--- src/rtl/uart_mmio_fifo_pkg.sv ---
// Shared definitions for the memory-mapped UART FIFO front-end.
// Contents: register offsets inside the 32-byte window, bit positions
// of the STATUS / ERR / IE registers, and a constant clog2 helper used
// to size FIFO pointers and counters.
package uart_mmio_fifo_pkg;

  // Register offsets (byte offsets, low two bits always zero)
  localparam logic [4:0] OFF_STATUS = 5'h00;
  localparam logic [4:0] OFF_RXDATA = 5'h04;
  localparam logic [4:0] OFF_TXDATA = 5'h08;
  localparam logic [4:0] OFF_ERR    = 5'h0C;
  localparam logic [4:0] OFF_IE     = 5'h10;
  localparam logic [4:0] OFF_COUNT  = 5'h14;

  // STATUS bit positions
  localparam int ST_TX_NOT_FULL  = 0;
  localparam int ST_RX_NOT_EMPTY = 1;
  localparam int ST_TX_EMPTY     = 2;
  localparam int ST_RX_FULL      = 3;

  // ERR bit positions (sticky, write-one-to-clear)
  localparam int ERR_TX_OVERFLOW  = 0;
  localparam int ERR_RX_OVERRUN   = 1;
  localparam int ERR_RX_UNDERFLOW = 2;

  // IE bit positions
  localparam int IE_RX = 0;
  localparam int IE_TX = 1;

  // Ceiling log2 for elaboration-time sizing; clog2(1) is 0.
  function automatic int clog2(input int value);
    int res;
    int v;
    res = 0;
    v   = value - 1;
    while (v > 0) begin
      res = res + 1;
      v   = v >> 1;
    end
    return res;
  endfunction

endpackage

--- src/rtl/uart_mmio_fifo_sync_fifo.sv ---
// Single-clock FIFO with drop-on-full behaviour.
// Ports:
//   clk, rst        clock, asynchronous active-high reset
//   push, push_data write request and data; ignored (dropped) when full
//   pop             read request; ignored when empty
//   head_data       oldest entry, combinational from storage
//   full, empty     status of the registered (pre-edge) state
//   count           current number of entries
//   count_next      number of entries after the coming edge
//   overflow        pulse: push requested while full
// Full/empty are evaluated on pre-edge state, so a pop in the same cycle
// never makes room for a push into a full FIFO. A push into an empty FIFO
// shows up at head_data only after the edge (no fall-through).
module sync_fifo
  import uart_mmio_fifo_pkg::*;
#(
  parameter int WIDTH = 8,
  parameter int DEPTH = 8,
  localparam int AW = (clog2(DEPTH) < 1) ? 1 : clog2(DEPTH),
  localparam int CW = clog2(DEPTH) + 1
) (
  input  logic             clk,
  input  logic             rst,
  input  logic             push,
  input  logic [WIDTH-1:0] push_data,
  input  logic             pop,
  output logic [WIDTH-1:0] head_data,
  output logic             full,
  output logic             empty,
  output logic [CW-1:0]    count,
  output logic [CW-1:0]    count_next,
  output logic             overflow
);

  logic [WIDTH-1:0] mem_r [DEPTH];
  logic [AW-1:0]    wr_ptr_r;
  logic [AW-1:0]    rd_ptr_r;
  logic [CW-1:0]    count_r;
  logic             push_ok_s;
  logic             pop_ok_s;

  assign full       = (count_r == CW'(DEPTH));
  assign empty      = (count_r == CW'(0));
  assign count      = count_r;
  assign head_data  = mem_r[rd_ptr_r];
  assign push_ok_s  = push & ~full;
  assign pop_ok_s   = pop & ~empty;
  assign overflow   = push & full;
  assign count_next = count_r + CW'(push_ok_s) - CW'(pop_ok_s);

  // Storage, pointers and occupancy; pointers wrap naturally as DEPTH is a power of two
  always_ff @(posedge clk or posedge rst) begin
    if (rst) begin
      for (int i = 0; i < DEPTH; i++) begin
        mem_r[i] <= '0;
      end
      wr_ptr_r <= '0;
      rd_ptr_r <= '0;
      count_r  <= '0;
    end else begin
      if (push_ok_s) begin
        mem_r[wr_ptr_r] <= push_data;
        wr_ptr_r        <= wr_ptr_r + AW'(1);
      end
      if (pop_ok_s) begin
        rd_ptr_r <= rd_ptr_r + AW'(1);
      end
      count_r <= count_next;
    end
  end

endmodule

--- src/rtl/uart_mmio_fifo.sv ---
// Memory-mapped UART front-end with transmit and receive FIFOs.
// Ports:
//   clk, rst                 clock, asynchronous active-high reset
//   addr, re, we, wdata      CPU data-memory port (byte address, read
//                            enable, byte write enables, write data)
//   rdata                    registered read data, valid the cycle after re
//   hit                      combinational window decode
//   uart_tx_data/valid/ready byte stream towards the UART transmitter
//   uart_rx_data/valid/ready byte stream from the UART receiver
//   irq                      registered level interrupt
module uart_mmio_fifo
  import uart_mmio_fifo_pkg::*;
#(
  parameter int          TX_DEPTH  = 8,
  parameter int          RX_DEPTH  = 8,
  parameter logic [31:0] ADDR_BASE = 32'h8000_0000
) (
  input  logic        clk,
  input  logic        rst,
  input  logic [31:0] addr,
  input  logic        re,
  input  logic [3:0]  we,
  input  logic [31:0] wdata,
  output logic [31:0] rdata,
  output logic        hit,
  output logic [7:0]  uart_tx_data,
  output logic        uart_tx_valid,
  input  logic        uart_tx_ready,
  input  logic [7:0]  uart_rx_data,
  input  logic        uart_rx_valid,
  output logic        uart_rx_ready,
  output logic        irq
);

  localparam int TX_CW = clog2(TX_DEPTH) + 1;
  localparam int RX_CW = clog2(RX_DEPTH) + 1;

  logic [4:0]       off_s;
  logic             rd_s;
  logic             wr_s;
  logic             tx_push_s;
  logic             tx_pop_s;
  logic             rx_pop_s;
  logic             rx_read_s;
  logic             tx_full_s;
  logic             tx_empty_s;
  logic             rx_full_s;
  logic             rx_empty_s;
  logic             tx_overflow_s;
  logic             rx_overflow_s;
  logic [7:0]       rx_head_s;
  logic [TX_CW-1:0] tx_count_s;
  logic [TX_CW-1:0] tx_count_nx_s;
  logic [RX_CW-1:0] rx_count_s;
  logic [RX_CW-1:0] rx_count_nx_s;
  logic [2:0]       err_set_s;
  logic [2:0]       err_clr_s;
  logic [2:0]       err_nx_s;
  logic [1:0]       ie_nx_s;
  logic             irq_nx_s;
  logic [31:0]      rdata_nx_s;
  logic [2:0]       err_r;
  logic [1:0]       ie_r;
  logic             irq_r;
  logic [31:0]      rdata_r;
  logic             unused_s;

  assign hit           = (addr[31:5] == ADDR_BASE[31:5]);
  assign off_s         = {addr[4:2], 2'b00};
  assign rd_s          = hit & re;
  assign wr_s          = hit & (|we);
  assign tx_push_s     = wr_s & (off_s == OFF_TXDATA);
  assign rx_read_s     = rd_s & (off_s == OFF_RXDATA);
  assign rx_pop_s      = rx_read_s & ~rx_empty_s;
  assign uart_tx_valid = ~tx_empty_s;
  assign tx_pop_s      = uart_tx_valid & uart_tx_ready;
  assign uart_rx_ready = ~rx_full_s;
  assign rdata         = rdata_r;
  assign irq           = irq_r;
  assign unused_s      = ^{addr[1:0], wdata[31:8]};

  sync_fifo #(.WIDTH(8), .DEPTH(TX_DEPTH)) u_tx_fifo (
    .clk        (clk),
    .rst        (rst),
    .push       (tx_push_s),
    .push_data  (wdata[7:0]),
    .pop        (tx_pop_s),
    .head_data  (uart_tx_data),
    .full       (tx_full_s),
    .empty      (tx_empty_s),
    .count      (tx_count_s),
    .count_next (tx_count_nx_s),
    .overflow   (tx_overflow_s)
  );

  // The receiver is offered the FIFO unconditionally; a byte arriving while full is dropped and flagged.
  sync_fifo #(.WIDTH(8), .DEPTH(RX_DEPTH)) u_rx_fifo (
    .clk        (clk),
    .rst        (rst),
    .push       (uart_rx_valid),
    .push_data  (uart_rx_data),
    .pop        (rx_pop_s),
    .head_data  (rx_head_s),
    .full       (rx_full_s),
    .empty      (rx_empty_s),
    .count      (rx_count_s),
    .count_next (rx_count_nx_s),
    .overflow   (rx_overflow_s)
  );

  // Sticky error flags, interrupt enables and next interrupt level
  always_comb begin
    err_set_s                   = 3'b000;
    err_set_s[ERR_TX_OVERFLOW]  = tx_overflow_s;
    err_set_s[ERR_RX_OVERRUN]   = rx_overflow_s;
    err_set_s[ERR_RX_UNDERFLOW] = rx_read_s & rx_empty_s;
    if (wr_s && (off_s == OFF_ERR)) begin
      err_clr_s = wdata[2:0];
    end else begin
      err_clr_s = 3'b000;
    end
    // Set events are OR-ed in after the clear so they win a same-cycle race.
    err_nx_s = (err_r & ~err_clr_s) | err_set_s;
    if (wr_s && (off_s == OFF_IE)) begin
      ie_nx_s = wdata[1:0];
    end else begin
      ie_nx_s = ie_r;
    end
    irq_nx_s = (ie_nx_s[IE_RX] & (rx_count_nx_s != RX_CW'(0)))
             | (ie_nx_s[IE_TX] & (tx_count_nx_s == TX_CW'(0)))
             | (|err_nx_s);
  end

  // Read-data mux on pre-edge state; holds when there is no read
  always_comb begin
    rdata_nx_s = rdata_r;
    if (rd_s) begin
      rdata_nx_s = 32'h0000_0000;
      case (off_s)
        OFF_STATUS: begin
          rdata_nx_s[ST_TX_NOT_FULL]  = ~tx_full_s;
          rdata_nx_s[ST_RX_NOT_EMPTY] = ~rx_empty_s;
          rdata_nx_s[ST_TX_EMPTY]     = tx_empty_s;
          rdata_nx_s[ST_RX_FULL]      = rx_full_s;
        end
        OFF_RXDATA: begin
          if (rx_empty_s) begin
            rdata_nx_s = 32'h0000_0000;
          end else begin
            rdata_nx_s = {24'h00_0000, rx_head_s};
          end
        end
        OFF_ERR:    rdata_nx_s = {29'h0000_0000, err_r};
        OFF_IE:     rdata_nx_s = {30'h0000_0000, ie_r};
        OFF_COUNT:  rdata_nx_s = {16'h0000, 8'(rx_count_s), 8'(tx_count_s)};
        default:    rdata_nx_s = 32'h0000_0000;
      endcase
    end else begin
      rdata_nx_s = rdata_r;
    end
  end

  // Control/status registers
  always_ff @(posedge clk or posedge rst) begin
    if (rst) begin
      err_r   <= 3'b000;
      ie_r    <= 2'b00;
      irq_r   <= 1'b0;
      rdata_r <= 32'h0000_0000;
    end else begin
      err_r   <= err_nx_s;
      ie_r    <= ie_nx_s;
      irq_r   <= irq_nx_s;
      rdata_r <= rdata_nx_s;
    end
  end

endmodule

--- config.mk ---
export PLATFORM = sky130hd
export DESIGN_NAME = uart_mmio_fifo
export DESIGN_NICKNAME = d
export VERILOG_FILES = /design/src/rtl/uart_mmio_fifo_pkg.sv /design/src/rtl/uart_mmio_fifo_sync_fifo.sv /design/src/rtl/uart_mmio_fifo.sv
export SDC_FILE = /design/constraint.sdc
export NUM_CORES = 1
export LEC_CHECK = 0
export CAP_MARGIN = 20
export CORE_ASPECT_RATIO = 1.1
export CORE_MARGIN = 2
export CORE_UTILIZATION = 50
export CTS_BUF_LIST = sky130_fd_sc_hd__clkbuf_8
export DETAILED_ROUTE_END_ITERATION = 6
export PLACE_DENSITY = 0.75
export SYNTH_ARGS = -nofsm -noshare
export SYNTH_HDL_FRONTEND = slang
export SYNTH_SLANG_ARGS = --single-unit
--- constraint.sdc ---
create_clock -name clk -period 6.98 [get_ports clk]
set_input_delay 1.047 -clock clk [delete_from_list [all_inputs] [get_ports clk]]
set_output_delay 1.047 -clock clk [all_outputs]
set_load 0.005 [all_outputs]
==> results.md, run 1 <==
* Via density at 5.52
* Initial DRC count at 222
* WS Path Type: primary input to flip-flop
* Final hold vios at 0
* Area Overhead vs Synth at 17.2%
* Yosys top cell area share at 0.517
* Nature of the critical path endpoint: flip-flop
* Final min period at between 4 and 5 ns
* Fin crit share at 0.708
* Post-CTS setup buffer count at 0
* Post-synth ARST share at 1.00
* Post-synthesis register bit count at roughly 170
* DRT Pass-1 Iters at 4
* Initial Utilization at 0.511
* Chip Width at approximately 120 um
* Final #Nets at 753
* Main area contributors after synthesis: dfrtp_1 52%, mux2_2 20%, mux4_2 9.0%, ha_1 2.5%, buf_4 2.0%
* CTS tree: done
* CP delay by family, top: simple AND/OR/NAND/NOR gates
* Pwr per Cell Area at approximately 310 nW/um^2
* Yosys warning count at 0
* Largest net degree at the start of global routing at just under 90
* Type of origin of the critical path: primary input
* CTS Buf Count at 17
* Post-synthesis sequential area ratio at 0.517
* Total of max-cap violations at 0
* CTS Buffer Depth at 2
* Multi-input gate area at approximately 3600 sq um
* CTS H-tree depth at 4
* Clock skew at between 0.01 and 0.015 ns
* Peak VDD IR at approximately 250 uV
* Root buf cell: clkbuf_8
* Syn Area/Cell at roughly 14 sq um
* Synthesized area at 8040 sq um
* Final wirelength at approximately 17000 um
* Die Ht at between 100 and 150 um
* Worst Path Arrival at between 5 and 6 ns
* Cts repair resizes at 0
* Leak at around 4.2 nW
* Via Count at between 4000 and 5000
* Die footprint at about 17000 sq um
* Critical Path Fanout Max at 11
* Global Route Usage Sum at 0.209
* Setup TNS at 0 ns
* Unrepaired setup endpoints after global routing: no
* Most frequent CP cell: inv_1
* Final Slew Violations at 0
* DRT antenna net count at 0
* Worst-path clk slew at around 0.080 ns
* Dominant synthesized flop cell: dfrtp_1
* Port bufs at 78
* Clk Latency, worst-skew pair at between 0.4 and 0.5 ns
* Worst min path class: flip-flop to flip-flop
* # rows at between 40 and 50
* Layout fillers at around 1200
* Worst Path Required at approximately 7.3 ns
* Largest stage delay on the critical path at just over 0.6 ns
* Measured slew at the worst slew-check pin at 0.902 ns
* Core area at 15700 sq um
* Most frequent cell after synthesis: dfrtp_1
* Status: completed
* Buf/Inv on CP at 5
* Remaining DRCs at 0
* Hold-fix buffers at CTS at 0
* Post-DP HPWL at around 11000 um
* Reg area at around 4200 sq um
* Slowest-stage cell, CP: or4_1
* Clock sinks at roughly 170
* Post-Syn Instances at 577
* Final GP Congestion at roughly 0.85
* Final core occ at 0.598
* Number of flops mapped to enable cells by yosys at 0
* Finish-stage setup viols at 0
* Gr ovfl total at 0
* Worst path cell trace: clkdlybuf4s50_1, nor4_1, nand4_1, or2_0, inv_1, nand2_1, nor2_1, ha_1, inv_1, ha_1, inv_1, fa_1, inv_1, or4_1, a22o_1, or4_1
* Ant diodes at 0
* Number of global-route vias before repair at roughly 5200
* Share of cells above drive strength 1 at 0.334
* I/O pins at around 130
* Synth cell types at ~50
* Slew HR at 0.398
* Global-route wire length before repair at approximately 27000 um
* Initial antenna violation count at 0
* Detailed-route wire length per cell at around 19 um
* Yosys top cell by area: dfrtp_1
* Top cells by count, synth: 166 x dfrtp_1, 140 x mux2_2, 37 x nand2_1
* F_max at 202 MHz
==> tightest hold or removal path, delay by kind of cell, from the launching register on <==
family	cells	cell delay, ns
flops	1	0.35
compound gates	1	0.05
simple gates	1	0.05
==> routing by layer <==
metal | global-route usage | routed length, um
met2 | 0.368 | 8780
met4 | 0.0722 | 249
met1 | 0.258 | 6860
met5 | 0 | 0
met3 | 0.0450 | 622
==> where the power goes <==
group / total [W] / switching (W) / internal [W]
registers: 0.00139 / 0.000195 / 0.00120
logic: 0.000751 / 0.000310 / 0.000442
clock network: 0.000731 / 0.000331 / 0.000401
total: 0.00288 / 0.000835 / 0.00204
==> kinds of logic after synthesis <==
group,after synthesis,share of synthesized area
AOI/OAI and AO/OA,33,0.0260
xor gates and xnor gates,12,0.0131
adders and majority gates,18,0.0299
buffers and inverters,70,0.0428
DFF,166,0.517
muxes,182,0.299
other,1,0.000467
and+or+nand+nor,95,0.0723
==> final timing paths <==
| check | startpoint | endpoint | slack, ns | depth (start not counted) |
|---|---|---|---|---|
| setup / recovery | addr[14] | irq$_DFF_PP0_ | 2.04 | 16 |
| hold / removal | rdata[3]$_DFFE_PP0P_ | rdata[3]$_DFFE_PP0P_ | 0.48 | 2 |
| setup reg to reg | u_rx_fifo.count[1]$_DFF_PP0_ | irq$_DFF_PP0_ | 3.42 | 13 |
| hold reg to reg | rdata[3]$_DFFE_PP0P_ | rdata[3]$_DFFE_PP0P_ | 0.48 | 2 |
| max in group asynchronous | rst | u_tx_fifo.mem_r[24]$_DFFE_PP0P_ | 4.78 | 4 |
| min in group asynchronous | rst | u_rx_fifo.mem_r[46]$_DFFE_PP0P_ | 1.07 | 2 |
==> metrics by stage <==
stage	hold WS, ns	cell area, sq um	worst slack, ns	instances	total power (W)
floorplan	0.453	8110	1.44	596	0.00194
global placement	0.464	8920	1.67	832	0.00209
detailed placement	0.467	8950	1.58	833	0.00216
CTS	0.487	9370	2.03	863	0.00289
global route	0.513	9420	1.80	865	0.00306
finish	0.482	9420	2.04	865	0.00288
==> cell usage in the layout, fill, tap and decap left out, types with 5 or more instances in the layout <==
cell	Yosys	routed
mux2_2	140	140
clkbuf_8	0	19
inv_1	23	25
nand2_1	37	37
mux4_2	32	32
a21oi_1	5	5
xnor2_1	7	7
nor3_1	6	5
nor2_1	10	10
dfrtp_1	166	166
nor4_1	6	6
ha_1	16	16
mux2i_1	9	9
clkdlybuf4s50_1	0	78
xor2_1	5	5
o21ai_0	13	13
conb_1	1	20
==> registers in the layout (all words and copies together), names as in the netlist <==
register and flops:
err_r 3, ie_r 2, irq 1, rdata 12
u_rx_fifo.count 4, u_rx_fifo.mem_r 64, u_rx_fifo.rd_ptr_r 3, u_rx_fifo.wr_ptr_r 3
u_tx_fifo.count 4, u_tx_fifo.mem_r 64, u_tx_fifo.rd_ptr_r 3, u_tx_fifo.wr_ptr_r 3
==> final cells by class <==
cell class,count,share of cell area
multi-input cells,360,0.384
clock inverters,11,0.0170
well taps,200,0.0266
inverters,24,0.0101
flip-flops and latches,166,0.441
repair buffers,85,0.0936
clock buffers,19,0.0278
Power figures use the tool's default switching activity.
==> run 2, diff against run 1 <==
Settings changed: PLACE_DENSITY 0.75 to 0.78.
Clock period 6.98 ns to 4.1 ns, I/O delays scaled along.
==> run 2 against run 1 <==
  * Critical path depth unchanged
  * First-iteration DRC count up 18%
  * Flip-flop and latch count unchanged
  * Die area unchanged
  * Count of clock-buffer cells in the layout unchanged
  * Worst hold slack better by 0.016 ns
  * Core utilization up 0.17 points
  * Non-clock buffer count up 11
  * Critical endpoint unchanged
  * Largest power group unchanged
==> results.md, run 2 (synthesis gave the netlist of run 1 again) <==
* Worst r2r src: u_rx_fifo.count[1]$_DFF_PP0_ (unchanged)
* Place WS at -0.328 ns (was 1.58 ns)
* Pwr per Cell Area at 506 nW/um^2 (was 305 nW/um^2)
* Critical path destination: irq$_DFF_PP0_ (unchanged)
* Critical Path Fanout Max at 2 (was 11)
* Type of origin of the critical path: primary input (unchanged)
* Initial DRC count at 263 (was 222)
* Final Slew Violations at 0 (unchanged)
* Most frequent CP cell: inv_1 (unchanged)
* R2R Path End: irq$_DFF_PP0_ (unchanged)
* Final GP Congestion at 0.926 (was 0.847)
* Unrepaired setup endpoints after global routing: no (unchanged)
* Worst-path clk slew at 0.09 ns (was 0.08 ns)
* Worst path cell trace: clkdlybuf4s50_1, nor4b_4, nand3_1, or2_1, inv_1, nand2_1, nor2_1, ha_1, inv_1, ha_1, inv_1, fa_1, inv_1, or4_1, a22o_1, or4_1 (was clkdlybuf4s50_1, nor4_1, nand4_1, or2_0, inv_1, nand2_1, nor2_1, ha_1, inv_1, ha_1, inv_1, fa_1, inv_1, or4_1, a22o_1, or4_1)
* Commonest non-fill, non-tap cells in the layout: 166 x dfrtp_1, 140 x mux2_2, 78 x clkdlybuf4s50_1 (unchanged)
* Via density at 5.61 (was 5.52)
* Leak at 4.20 nW (was 4.19 nW)
* WP depth at 16 (unchanged)
* Worst min path class: flip-flop to flip-flop (unchanged)
* Worst Path Arrival at 4.26 ns (was 5.27 ns)
* Final wirelength at 16400 um (was 16500 um)
* Ant diodes at 0 (unchanged)
* Post-Place Cells at 846 (was 833)
* Slowest-stage cell, CP: or4_1 (unchanged)
* CTS Buffer Depth at 2 (unchanged)
* Remaining DRCs at 0 (unchanged)
* CTS Buf Count at 17 (unchanged)
* Clk Latency, worst-skew pair at 0.46 ns (about the same)
* F_max at 254 MHz
* Global-route wire length before repair at 26700 um (was 27400 um)
* Global Route Usage Sum at 0.201 (was 0.209)
* Core area at 15700 sq um (unchanged)
* CTS H-tree depth at 4 (unchanged)
* Finish-stage setup viols at 0 (unchanged)
* Initial antenna violation count at 0 (unchanged)
* Root buf cell: clkbuf_8 (unchanged)
* Measured slew at the worst slew-check pin at 0.890 ns (was 0.902 ns)
* Worst R2R Path Depth at 13 (unchanged)
* Gr ovfl total at 0 (unchanged)
* Post-CTS setup buffer count at 0 (unchanged)
* WS Path Type: primary input to flip-flop (unchanged)
* DRT Pass-1 Iters at 4 (unchanged)
* Share of cells above drive strength 1 at 0.351 (was 0.334)
* Largest net degree at the start of global routing at 167 (was 89)
* Fin crit share at 0.959
* Number of global-route vias before repair at 5299 (was 5185)
* Reg-to-reg slack, setup at 0.74 ns (was 3.42 ns)
* Post-DP HPWL at 11300 um (about the same)
* Hold-fix buffers at CTS at 0 (unchanged)
* CP delay by family, top: simple AND/OR/NAND/NOR gates (unchanged)
* Peak VDD IR at 374 uV (was 248 uV)
* PnR worst setup slack at 0.167 ns (was 2.04 ns)
* Area Overhead vs Synth at 17.5% (was 17.2%)
* Worst setup path start: addr[30] (was addr[14])
* Largest stage delay on the critical path at 0.55 ns (was 0.61 ns)
* Slew HR at 0.406 (was 0.398)
* Die footprint at 17100 sq um (unchanged)
* Detailed-route wire length per cell at 18.7 um (was 19.1 um)
* I/O pins at 125 (unchanged)
* DRT antenna net count at 0 (unchanged)
* Most common cell after layout, fill and taps aside: dfrtp_1 (unchanged)
* Worst Path Required at 4.43 ns (was 7.31 ns)
* Initial Utilization at 0.511 (unchanged)
* Die Ht at 137 um (unchanged)
* Overall power at 0.00478 W (was 0.00288 W)
* Port bufs at 78 (unchanged)
* Cts repair resizes at 0 (unchanged)
* Total of max-cap violations at 0 (unchanged)
* Clock sinks at 166 (unchanged)
* Final #Nets at 764 (was 753)
* Nature of the critical path endpoint: flip-flop (unchanged)
* Buf/Inv on CP at 5 (unchanged)
* Final min period at roughly 4 ns
* Post-route insts no fill at 876 (was 865)
* Status: completed (unchanged)
* Chip Width at 125 um (unchanged)
* Final hold vios at 0 (unchanged)
* CTS tree: done (unchanged)
* Via Count at 4914 (was 4777)
* # rows at 48 (unchanged)
* Clock skew at 0.0209 ns (was 0.0111 ns)
run 2: cell count changes in the layout (fill, tap and decap cells not counted), moves of 2 or more:
cell        previous run  this run
buf_16                 2         0
inv_1                 25        22
clkinvlp_4             2         4
nor4_1                 6         4
buf_4                  4        17
bufinv_16              4         1
inv_6                  1         5
run 2: power breakdown:
group          switching (W)  internal [W]  leakage (nW)
logic               0.000586      0.000755          1.87
registers           0.000271       0.00204          2.15
clock network       0.000603      0.000520         0.184
run 2: routing by layer:
metal / GRT usage / wire (um)
met3: 0.0547 / 652
met2: 0.354 / 8640
met4: 0.0722 / 335
met1: 0.241 / 6730
met5: 0 / 0
run 2: worst min path at each step:
stage / from / endpoint / slack (ns) / cells after the start
2_1_floorplan: u_tx_fifo.mem_r[24]$_DFFE_PP0P_ / u_tx_fifo.mem_r[24]$_DFFE_PP0P_ / 0.45 / 1
3_3_place_gp: u_tx_fifo.mem_r[24]$_DFFE_PP0P_ / u_tx_fifo.mem_r[24]$_DFFE_PP0P_ / 0.46 / 1
3_5_place_dp: rdata[7]$_DFFE_PP0P_ / rdata[7]$_DFFE_PP0P_ / 0.48 / 2
4_1_cts: rdata[4]$_DFFE_PP0P_ / rdata[4]$_DFFE_PP0P_ / 0.50 / 2
5_1_grt: u_tx_fifo.mem_r[34]$_DFFE_PP0P_ / u_tx_fifo.mem_r[34]$_DFFE_PP0P_ / 0.52 / 1
6_report: u_tx_fifo.mem_r[24]$_DFFE_PP0P_ / u_tx_fifo.mem_r[24]$_DFFE_PP0P_ / 0.50 / 1
run 2: worst reg2reg max path: cells and delay by family, from the launching register on:
family	cells	cell delay (ns)
AOI/OAI and AO/OA	1	0.25
and+or+nand+nor	6	1.45
buffers and inverters	3	0.17
DFF	1	0.46
adders and majority gates	3	0.91
run 2: layout make-up:
type	count	area [sq um]
multi-input cells	360	3640
clock buffers	19	262
flip-flops and latches	166	4150
fillers	1222	6290
well taps	200	250
repair buffers	96	928
clock inverters	11	116
inverters	24	93.8
run 2: metrics by stage:
| stage | utilization | cell area, sq um | hold slack [ns] | TNS [ns] |
|---|---|---|---|---|
| 2_1_floorplan | - | 8110 | 0.453 | 0 |
| 3_3_place_gp | 0.574 | 9030 | 0.465 | -0.254 |
| 3_5_place_dp | 0.574 | 9030 | 0.478 | -0.328 |
| 4_1_cts | 0.598 | 9410 | 0.500 | 0 |
| 5_1_grt | 0.600 | 9440 | 0.519 | 0 |
| 6_report | 0.600 | 9440 | 0.498 | 0 |
==> run 3, diff against run 2 <==
Settings changed: CAP_MARGIN 20 to default.
==> results of run 3 <==
Final layout, timing and power as in run 2 (identical DEF).
